`config.mk`:
```
export PLATFORM = sky130hd
export DESIGN_NAME = rv_fetch_queue
export DESIGN_NICKNAME = d
export VERILOG_FILES = /design/src/rtl/rv_fetch_pkg.sv /design/src/rtl/rv_fetch_queue_ram.sv /design/src/rtl/rv_fetch_queue.sv
export SDC_FILE = /design/constraint.sdc
export NUM_CORES = 1
export LEC_CHECK = 0
export ABC_AREA = 1
export CORE_MARGIN = 5
export CORE_UTILIZATION = 52
export CTS_CLUSTER_DIAMETER = 50
export DETAILED_ROUTE_END_ITERATION = 12
export PLACE_DENSITY = 0.85
export SLEW_MARGIN = 25
export SYNTH_ARGS = -nofsm -noshare
export SYNTH_HDL_FRONTEND = slang
export SYNTH_SLANG_ARGS = --single-unit
```
`constraint.sdc`:
```
create_clock -name i_clk -period 9.85 [get_ports i_clk]
set_clock_uncertainty 0.05 [all_clocks]
set_input_delay 2.955 -clock i_clk [delete_from_list [all_inputs] [get_ports i_clk]]
set_output_delay 2.955 -clock i_clk [all_outputs]
set_load 0.01 [all_outputs]
```
`src/rtl/rv_fetch_pkg.sv`:
```
// Shared types and defaults for the fetch queue slice.
package rv_fetch_pkg;

  localparam int unsigned FQ_DEPTH_DEFAULT = 4;
  localparam int unsigned FQ_PTR_W_DEFAULT = $clog2(FQ_DEPTH_DEFAULT);

  // Wrap-bit pointer at the default depth; the top re-derives its own width from DEPTH.
  typedef logic [FQ_PTR_W_DEFAULT:0] fq_ptr_t;

  typedef struct packed {
    logic [31:2] pc;
    logic [31:0] instr;
    logic        filled;
  } fq_entry_t;

endpackage

```
`src/rtl/rv_fetch_queue_ram.sv`:
```
// Fetch queue storage: alloc writes pc, fill writes instr and sets filled, async head read.
module rv_fetch_queue_ram
  import rv_fetch_pkg::*;
#(
  parameter int unsigned DEPTH = FQ_DEPTH_DEFAULT,
  parameter int unsigned IDX_W = $clog2(DEPTH)
) (
  input  logic             clk_i,
  input  logic             rst_i,
  input  logic             alloc_we_i,
  input  logic [IDX_W-1:0] alloc_idx_i,
  input  logic [31:2]      alloc_pc_i,
  input  logic             fill_we_i,
  input  logic [IDX_W-1:0] fill_idx_i,
  input  logic [31:0]      fill_instr_i,
  input  logic [IDX_W-1:0] rd_idx_i,
  output fq_entry_t        rd_entry_o
);

  fq_entry_t mem_q [DEPTH];

  always_ff @(posedge clk_i) begin
    if (rst_i) begin
      for (int unsigned i = 0; i < DEPTH; i++) begin
        mem_q[i].filled <= 1'b0;
      end
    end else begin
      if (alloc_we_i) begin
        mem_q[alloc_idx_i].pc     <= alloc_pc_i;
        mem_q[alloc_idx_i].filled <= 1'b0;
      end
      if (fill_we_i) begin
        mem_q[fill_idx_i].instr  <= fill_instr_i;
        mem_q[fill_idx_i].filled <= 1'b1;
      end
    end
  end

  assign rd_entry_o = mem_q[rd_idx_i];

endmodule

```
`src/rtl/rv_fetch_queue.sv`:
```
// In-order instruction fetch queue with credit-based issue and flush drop counting.
// Define RV_FETCH_QUEUE_BYPASS_EN for a zero-latency response-to-decode path.
module rv_fetch_queue
  import rv_fetch_pkg::*;
#(
  parameter int unsigned DEPTH = FQ_DEPTH_DEFAULT,
  parameter int unsigned PTR_W = $clog2(DEPTH)
) (
  input  logic        i_clk,
  input  logic        i_reset,
  input  logic [29:0] i_pc,
  input  logic        i_flush,
  output logic        o_stall,
  output logic        o_bus_req,
  output logic [29:0] o_bus_addr,
  input  logic        i_bus_ack,
  input  logic        i_bus_rvalid,
  input  logic [31:0] i_bus_rdata,
  output logic        o_valid,
  output logic [31:0] o_instr,
  output logic [29:0] o_pc,
  input  logic        i_ready
);

  logic [PTR_W:0]   alloc_q, alloc_d, fill_q, fill_d, ret_q, ret_d, drop_q, drop_d;
  logic [PTR_W:0]   used, pending;
  logic [PTR_W+1:0] credit_sum;
  logic             can_issue, accept, rsp_drop, rsp_fill, head_ok, bypass, pop, fill_we;
  fq_entry_t        head;

  assign used       = alloc_q - ret_q;
  assign pending    = alloc_q - fill_q;
  assign credit_sum = {1'b0, used} + {1'b0, drop_q};

  assign can_issue  = !i_reset && !i_flush && (credit_sum < (PTR_W+2)'(DEPTH));
  assign o_bus_req  = can_issue;
  assign o_bus_addr = i_pc;
  assign accept     = can_issue && i_bus_ack;
  assign o_stall    = !accept;

  assign rsp_drop = i_bus_rvalid && (drop_q != '0);
  assign rsp_fill = i_bus_rvalid && (drop_q == '0) && (pending != '0);
  assign head_ok  = (used != '0) && head.filled;

`ifdef RV_FETCH_QUEUE_BYPASS_EN
  // With a single unfilled entry, the arriving response is necessarily the head's.
  assign bypass = (used == (PTR_W+1)'(1)) && !head.filled && rsp_fill;
`else
  assign bypass = 1'b0;
`endif

  assign o_valid = !i_reset && !i_flush && (head_ok || bypass);
  assign o_instr = bypass ? i_bus_rdata : head.instr;
  assign o_pc    = head.pc;
  assign pop     = o_valid && i_ready;
  assign fill_we = rsp_fill && !i_flush && !(bypass && i_ready);

  always_comb begin
    alloc_d = alloc_q;
    fill_d  = fill_q;
    ret_d   = ret_q;
    drop_d  = drop_q;
    if (i_flush) begin
      alloc_d = '0;
      fill_d  = '0;
      ret_d   = '0;
      // Every reply still owed becomes stale, less the one consumed this cycle.
      drop_d  = drop_q + pending - {{PTR_W{1'b0}}, (rsp_drop || rsp_fill)};
    end else begin
      if (accept)   alloc_d = alloc_q + 1'b1;
      if (rsp_fill) fill_d  = fill_q + 1'b1;
      if (pop)      ret_d   = ret_q + 1'b1;
      if (rsp_drop) drop_d  = drop_q - 1'b1;
    end
  end

  always_ff @(posedge i_clk) begin
    if (i_reset) begin
      alloc_q <= '0;
      fill_q  <= '0;
      ret_q   <= '0;
      drop_q  <= '0;
    end else begin
      alloc_q <= alloc_d;
      fill_q  <= fill_d;
      ret_q   <= ret_d;
      drop_q  <= drop_d;
    end
  end

  rv_fetch_queue_ram #(
    .DEPTH (DEPTH),
    .IDX_W (PTR_W)
  ) u_ram (
    .clk_i        (i_clk),
    .rst_i        (i_reset),
    .alloc_we_i   (accept),
    .alloc_idx_i  (alloc_q[PTR_W-1:0]),
    .alloc_pc_i   (i_pc),
    .fill_we_i    (fill_we),
    .fill_idx_i   (fill_q[PTR_W-1:0]),
    .fill_instr_i (i_bus_rdata),
    .rd_idx_i     (ret_q[PTR_W-1:0]),
    .rd_entry_o   (head)
  );

  a_no_orphan_rsp: assert property (@(posedge i_clk) disable iff (i_reset)
    i_bus_rvalid |-> ((pending != '0) || (drop_q != '0)));

endmodule

```
=== After elaboration in Yosys (flattened, before gate mapping) ===
Memories as Yosys holds them, arrays and structs flattened. A register that Yosys moved wholly into a read port is not among the register bits.
Cells that the tools add are included.

* Memories kept: 1
* RAM bits: 252
* Flip-flop bits (word level): 12

* Muxes and demuxes: 18
* Add/sub/neg operators: 9
* Magnitude comparators: 1
* Reduce and logical (&&, ||, !) cells: 22

{| class="wikitable"
|+ Memories
! name !! depth !! bits a word !! read ports !! clocked after Yosys merged registers in !! write ports !! line !! source
|-
| u_ram.mem_q || 4 || 63 || 1 || 1 || 4 || rv_fetch_queue_ram.sv:20 || <nowiki>fq_entry_t mem_q [DEPTH];</nowiki>
|}

{| class="wikitable"
|+ Operator list
! cell !! number
|-
| $mux 63 || 2
|-
| $reduce_or 63->1 || 2
|-
| $mux 3 || 4
|-
| $logic_and 1x1->1 || 10
|-
| $add 3x1->3 const B || 3
|-
| $reduce_bool 3->1 || 3
|-
| $mux 1 || 8
|-
| $mux 2 || 4
|-
| $sub 3x3->3 || 2
|-
| $add 3x3->4 || 1
|-
| $lt 4x3->1 const B || 1
|-
| $add 3x3->3 || 1
|-
| $logic_not 1->1 || 3
|-
| $logic_not 3->1 || 1
|-
| $sub 3x1->3 || 1
|-
| $sub 3x1->3 const B || 1
|-
| $reduce_bool 2->1 || 1
|-
| $reduce_or 2->1 || 1
|-
| $logic_or 1x1->1 || 1
|}

=== Logic depth before layout (Yosys ltp) ===
Gate-level depths: netlist of run 1.

* Depth in word-level cells: 10
* Mapped depth: 25

=== By module ===
A second synthesis of run 1 with hierarchy kept.

* Cells, all modules: 814
* Area total of the unflattened synthesis: 11050.6 sq um

{| class="wikitable"
|+ Modules (own cells, without submodules)
! module !! area each (sq um) !! times used !! seq. area each (sq um) !! cells an instance
|-
| rv_fetch_queue_ram || 9784.4 || 1 || 7527.2 || 640
|-
| rv_fetch_queue || 1266.2 || 1 || 240.2 || 174
|}

=== Worst setup path after synthesis of run 1 ===
No wires, ideal clock.

* Path type: input to output
* Start point: in i_reset
* End point: out o_stall
* Path buffers: 0
* Cell stages on the path: 4
* Setup slack: 3.052 ns
* Data arrival time: 3.793 ns
* Path through: inv_1 -> nand2_2 -> nor3_4 -> nand2_1

* Longest elaborated chain between the ends: 5

{| class="wikitable"
|+ RTL lines
! what !! line !! source
|-
| start, declared || rv_fetch_queue.sv:10 || <nowiki>input logic i_reset,</nowiki>
|-
| $logic_not 1->1 || rv_fetch_queue.sv:35 || <nowiki>assign can_issue = !i_reset && !i_flush && (credit_sum < (PTR_W+2)'(DEPTH));</nowiki>
|-
| $logic_and 1x1->1 (2 in series) || rv_fetch_queue.sv:35 ||
|-
| via o_bus_req || rv_fetch_queue.sv:14 || <nowiki>output logic o_bus_req,</nowiki>
|-
| $logic_and 1x1->1 || rv_fetch_queue.sv:38 || <nowiki>assign accept = can_issue && i_bus_ack;</nowiki>
|-
| $logic_not 1->1 || rv_fetch_queue.sv:39 || <nowiki>assign o_stall = !accept;</nowiki>
|-
| end, declared || rv_fetch_queue.sv:13 || <nowiki>output logic o_stall,</nowiki>
|}

The timed path passes the listed nets, and every way through them passes these cells.

=== Final worst setup path of run 1 ===
* Start point: in i_flush
* End point: out o_valid

* Longest elaborated chain between the ends: 3

{| class="wikitable"
|+ RTL lines
! what !! line !! source
|-
| start, declared || rv_fetch_queue.sv:12 || <nowiki>input logic i_flush,</nowiki>
|-
| $logic_not 1->1 || rv_fetch_queue.sv:52 || <nowiki>assign o_valid = !i_reset && !i_flush && (head_ok || bypass);</nowiki>
|-
| $logic_and 1x1->1 (2 in series) || rv_fetch_queue.sv:52 ||
|-
| end, declared || rv_fetch_queue.sv:19 || <nowiki>output logic o_valid,</nowiki>
|}

No other way between the ends.

==> out/qor.csv, run 1 <==
stage,metric,value,unit
run_status,status,"complete, no violations",
cts,cts_root_buf,clkbuf_16,
power,p_comb_share,6.1,%
placed_design,post_dp_cell_area,0.0129,mm^2
worst_setup_path,worstSetupPathType,input port to output port,
cts,clkSinkCount,266,
worst_setup_path,slowest_delay,0.57,ns
floorplanning,die_h,158,um
synthesis,async_flop_share,0,%
synthesis,synth_compound_area_share,9.56,%
route,wl_per_cell,18.4,um
worst_setup_path,cp_max_fo,9,
sta,worst_slew_pin_slew,0.854,ns
power,ir_worst_vdd,0.000104,V
sta,min_period,7.90,ns
cts,clk_pin_slew,0.06,ns
sta,max_freq,127,MHz
power,power_density,173,mW/mm^2
synthesis,synth_cells,990,
synthesis,synth-adder-area-share,2.18,%
synthesis,synth-main-ff-cell,edfxtp_1,
final_layout,drive_gt1_share,5.75,%
worst_setup_path,worstRegToRegCells,25,
route,wl_met3,1680,um
placed_design,hpwl,14900,um
route,drt-met1-wl,10000,um
power,p_leak,4.90,nW
synthesis,synth_top_family_by_area,simple AND/OR/NAND/NOR gates,
cts,post_cts_buffers,0,
route,highest_layer,met4,
sta,slew_violations,0,
synthesis,synth_area_leader_cell,edfxtp_1,
grt,antenna_found_initial,0,
route,remaining_drc_errors,0,
floorplanning,die_w,158,um
synthesis,ys_warn_count,0,
grt,grt_overflow,0,
grt,grt_max_degree,85,
cts,worstSkewPairLatency,0.53,ns
placed_design,gp_congestion,0.874,
synthesis,syn_nets,1076,
route,wl,25900,um
final_layout,syn_to_final_growth,21.3,%
synthesis,yosys_register_bits,266,
worst_setup_path,timing.rr.start,alloc_q[0]$_SDFFE_PP0N_,
grt,grt_pass1_vias,7748,
synthesis,synth_edf_count,248,
worst_hold_path,min_path_cells,2,
worst_setup_path,cp.required,6.85,ns
floorplanning,rows,54,
worst_hold_path,min_to,u_ram.mem_q[3][0]$_SDFFE_PP1P_,
sta,fin_crit_sh,80.2,%
flow_run,maxCapViolations,0,
cts,htreeDepth,1,
synthesis,yosysSeqAreaShare,68.6,%
route,ant_nets,0,
grt,grt_pass1_wl,40000,um
cts,cts-resized-gates,0,
sta,setup_viol,0,
synthesis,synth.distinct_cells,26,
sta,rsz0062_at_grt,no,
floorplanning,core,0.0217,mm^2
power,p_sw_share,20.7,%
route,drt_iter0_drc,592,
route,wl_met2,13600,um
power,internal_power,0.00189,W
sta,relSlewSlack,43.0,%
synthesis,synth_xor_area_share,0.308,%
synthesis,yosys-top-cells-area,"edfxtp_1 65%, nor2_1 8.7%, o21ai_0 5.8%",
power,clkPwrFrac,41.8,%
worst_setup_path,cp-start-kind,input port,
floorplanning,dieArea,0.0250,mm^2
power,seqPwrFrac,52.2,%
cts,clk_path_buf_depth,3,
final_layout,postLayoutCellArea,0.0138,mm^2
grt,grt_use_total,20.4,%
worst_setup_path,worstPathArrival,4.89,ns
cts,holdBufCountCts,0,
worst_setup_path,reg2reg_setup_slack,6.28,ns
synthesis,synthMuxAreaShare,0,%
final_layout,diodes,0,
cts,cts_buffers,27,
synthesis,synth_top_area_share,65.4,%
floorplanning,initial_core_util,52.5,%
floorplanning,io_pins,163,
route,vias,7726,
worst_setup_path,crit_top_cell,clkdlybuf4s50_1,
worst_setup_path,slowest_stage,clkdlybuf4s50_1,
worst_setup_path,crit_path_cell_trace,clkdlybuf4s50_1 -> inv_1 -> nand2_2 -> a21oi_1 -> and2_1 -> clkdlybuf4s50_1,
synthesis,synth.most_common_cell,nor2_1,
worst_setup_path,worstSetupEndpointType,output port,
worst_setup_path,worstReg2RegEnd,drop_q[2]$_SDFFE_PP0P_,
sta,final_hold_viol_count,0,
synthesis,syn_avg_cell_area,11.5,um^2
cts,cts_tree,built,
sta,fin_tns_setup,0,ns
placed_design,port_buffers,162,
route,vias_per_cell,5.48,
final_layout,fillers,1569,
synthesis,synthSimpleGateAreaFrac,12.4,%
power,power_switching,0.000494,W
synthesis,synth_area,0.0114,mm^2
route,drt_pass1_iterations,5,
worst_hold_path,hold_class,flop to flop,
worst_hold_path,min_from,u_ram.mem_q[3][0]$_SDFFE_PP1P_,
synthesis,ys_top_cells_by_count,"265 x nor2_1, 248 x edfxtp_1, 131 x o21ai_0, 72 x inv_1, 62 x o22ai_1",
final_layout,nets,1196,
==> logic make-up (layout without fill, tap and decap cells) <==
group | Yosys count | after routing
compound gates | 202 | 202
xor+xnor | 4 | 4
fa+ha+maj | 18 | 18
buf+inv | 156 | 297
flops | 266 | 266
simple gates | 344 | 344
==> power by group through the flow <==
stage          sequential, W  clock, W  combinational, W
4_1_cts              0.00124   0.00101          0.000145
2_1_floorplan        0.00127         0         0.0000739
3_3_place_gp         0.00127         0          0.000139
6_report             0.00124  0.000997          0.000144
3_5_place_dp         0.00127         0          0.000142
5_1_grt              0.00124   0.00107          0.000160
==> worst max-delay path by stage <==
stage / from / end / slack [ns]
floorplan: i_reset / o_stall / 3.05
global placement: i_flush / o_valid / 2.03
detailed placement: i_flush / o_valid / 1.97
CTS: i_flush / o_valid / 1.97
global route: i_flush / o_valid / 1.80
finish: i_flush / o_valid / 1.95
==> metal layers <==
layer | global-route usage (%) | up-vias
met5 | 0 | -
met3 | 2.90 | 56
met1 | 25.1 | 3736
met4 | 6.58 | 0
li1 | - | 3653
met2 | 37.2 | 281
==> per-stage QoR <==
step	cells	hold WS, ns	setup WS [ns]	utilization (%)	power, W
6_report	1411	0.424	1.95	63.7	0.00239
5_1_grt	1411	0.449	1.80	63.7	0.00247
4_1_cts	1411	0.423	1.97	63.7	0.00240
3_5_place_dp	1361	0.413	1.97	59.6	0.00141
3_3_place_gp	1361	0.410	2.03	59.6	0.00141
2_1_floorplan	990	0.395	3.05	-	0.00134
==> flip-flops by register name, indices dropped and copies added (netlist names), named ones only <==
signal,count
alloc_q,3
fill_q,3
u_ram.mem_q,252
drop_q,3
ret_q,3
==> placed cells by master (no fill, tap or decap), types with 3 or more instances in the layout <==
cell type	count
fa_1	3
o21ai_0	131
nand3_1	17
bufinv_16	3
xor2_1	4
nor2_1	265
dfxtp_1	16
clkinv_2	5
a21oi_1	9
buf_4	11
clkbuf_1	4
inv_1	71
clkinv_1	7
edfxtp_1	248
nand2_4	5
nand2_1	44
clkbuf_16	27
ha_1	15
o22ai_1	62
clkdlybuf4s50_1	162
nand4_1	6
==> area by class of cell <==
class / instances / area (um^2) / share of cell area (%)
clock inverters: 19 / 185 / 1.34
multi-input cells: 568 / 2790 / 20.2
repair buffers: 173 / 1700 / 12.3
well taps: 280 / 350 / 2.54
inverters: 74 / 282 / 2.04
flip-flops and latches: 266 / 7810 / 56.6
clock buffers: 31 / 691 / 5.00
==> worst max-delay path, delay by kind of cell <==
family / cells / cell delay [ns]
buffers and inverters: 3 / 1.20
AND/OR/NAND/NOR: 2 / 0.40
AO/OA/AOI/OAI: 1 / 0.33
(Power assumes the default switching activity.)
==> inputs of run 2 (changes only) <==
Clock period 9.85 ns to 7.94 ns, I/O delays scaled along.
==> out/qor.csv, run 2 (synthesis gave the netlist of run 1 again) <==
stage,metric,value,unit,change
route,vias,7742,,+0.21%
floorplanning,die_w,158,um,unchanged
sta,slew_violations,0,,unchanged
worst_hold_path,hold_class,flop to flop,,
sta,max_freq,148,MHz,
final_layout,largest-register,u_ram.mem_q,,
worst_setup_path,worstSetupPathType,input port to output port,,
cts,htreeDepth,1,,unchanged
route,ant_nets,0,,unchanged
floorplanning,core,0.0217,mm^2,unchanged
grt,met2_usage,36.1,%,-1.0 points
grt,met3_usage,2.79,%,-0.11 points
cts,clk_pin_slew,0.06,ns,about the same
route,remaining_drc_errors,0,,unchanged
grt,grt_pass1_wl,39900,um,-0.36%
cts,cts_root_buf,clkbuf_16,,
final_layout,nets,1197,,+0.084%
grt,grt_pass1_vias,7654,,-1.2%
floorplanning,die_h,158,um,unchanged
final_layout,fillers,1544,,-1.6%
flow_run,maxCapViolations,0,,unchanged
final_layout,syn_to_final_growth,21.2,%,about the same
route,drt_iter0_drc,511,,-14%
sta,fin_tns_setup,0,ns,unchanged
sta,setup_viol,0,,unchanged
cts,post_cts_buffers,0,,unchanged
sta,worst_slew_pin_slew,0.913,ns,+0.0587 ns
route,vias_per_cell,5.48,,about the same
cts,clk_path_buf_depth,3,,unchanged
sta,fin_crit_sh,84.9,%,
worst_setup_path,cp-start-kind,input port,,
final_layout,diodes,0,,unchanged
power,ir_worst_vdd,0.000143,V,+37%
floorplanning,rows,54,,unchanged
run_status,status,"complete, no violations",,
floorplanning,initial_core_util,52.5,%,unchanged
cts,cts_tree,built,,
final_layout,layout_commonest_cell,nor2_1,,
cts,cts_buffers,28,,+3.7%
grt,grt_use_total,20.1,%,-0.26 points
power,power_density,212,mW/mm^2,+23%
sta,relSlewSlack,39.1,%,-4.0 points
final_layout,drive_gt1_share,5.91,%,+0.17 points
worst_setup_path,reg2reg_setup_slack,4.33,ns,-1.95 ns
worst_setup_path,worstSetupEndpointType,output port,,
floorplanning,dieArea,0.0250,mm^2,unchanged
sta,rsz0062_at_grt,no,,
cts,clkSinkCount,266,,unchanged
route,wl,25700,um,-0.75%
power,p_leak,4.90,nW,about the same
final_layout,final_core_util,63.6,%,about the same
worst_setup_path,cp_max_fo,9,,unchanged
placed_design,gp_congestion,0.850,,-2.7%
worst_setup_path,worstPathArrival,4.31,ns,-0.58 ns
grt,antenna_found_initial,0,,unchanged
grt,grtUsageMet1,25.3,%,+0.20 points
route,wl_per_cell,18.2,um,-0.89%
grt,grt_max_degree,75,,-12%
cts,cts-resized-gates,0,,unchanged
placed_design,hpwl,14800,um,-0.63%
sta,final_hold_viol_count,0,,unchanged
route,drt_pass1_iterations,7,,+2
cts,worstSkewPairLatency,0.53,ns,about the same
cts,holdBufCountCts,0,,unchanged
final_layout,mostFrequentLayoutCells,"265 x nor2_1, 248 x edfxtp_1, 162 x clkdlybuf4s50_1",,
sta,holdWs,0.420,ns,-0.00318 ns
sta,worst_slack,1.20,ns,-0.752 ns
floorplanning,io_pins,163,,unchanged
placed_design,place_ws,1.21,ns,-0.755 ns
final_layout,largest_register_ffs,252,,unchanged
grt,grt.busiest_layer,met2,,
sta,min_period,6.74,ns,
grt,grt_overflow,0,,unchanged
placed_design,port_buffers,162,,unchanged
worst_setup_path,cp.required,5.51,ns,-1.34 ns
-- run 2: cell count changes in the layout (fill, tap and decap cells not counted) --
cell,before,now
bufinv_16,3,1
clkinvlp_4,1,0
clkbuf_1,4,5
clkinv_1,7,6
inv_8,1,0
clkinv_2,5,7
clkbuf_16,27,28
clkinv_4,0,1
inv_6,1,2
clkinv_8,1,2
-- run 2: path summary, 6_finish.rpt --
kind / start / cells after the start / end
max: i_flush / 6 / o_valid
min: u_ram.mem_q[2][0]$_SDFFE_PP1P_ / 2 / u_ram.mem_q[2][0]$_SDFFE_PP1P_
max reg2reg: alloc_q[0]$_SDFFE_PP0N_ / 13 / u_ram.mem_q[2][4]$_DFFE_PP_
min reg2reg: u_ram.mem_q[2][0]$_SDFFE_PP1P_ / 2 / u_ram.mem_q[2][0]$_SDFFE_PP1P_
-- run 2: final cells by class --
class | instances | area [um^2] | share of cell area [%]
multi-input cells | 568 | 2790 | 20.2
inverters | 74 | 282 | 2.04
flip-flops and latches | 266 | 7810 | 56.6
well taps | 280 | 350 | 2.54
repair buffers | 173 | 1700 | 12.3
clock buffers | 33 | 719 | 5.21
clock inverters | 19 | 146 | 1.06
-- run 2: where the power goes --
part | internal, W | switching, W
logic | 0.0000860 | 0.0000918
clock network | 0.000686 | 0.000523
registers | 0.00153 | 0.00000859
-- run 2: metrics by stage --
step | instances | instance area (um^2) | power (W)
after floorplan | 990 | 11400 | 0.00166
after global placement | 1361 | 12900 | 0.00174
after detailed placement | 1361 | 12900 | 0.00175
after CTS | 1413 | 13800 | 0.00295
after global routing | 1413 | 13800 | 0.00303
final | 1413 | 13800 | 0.00293
-- run 2: worst max-delay path, cell delays in order --
cell and delay, ns:
clkdlybuf4s50_1 0.48, inv_1 0.17, nand2_2 0.21, a21oi_1 0.32, and2_1 0.17, clkdlybuf4s50_1 0.57
-- run 2: layer usage --
layer | vias up | wire [um]
met5 | - | 0
met4 | 0 | 728
met3 | 54 | 1640
met2 | 272 | 13200
met1 | 3759 | 10100
li1 | 3657 | -
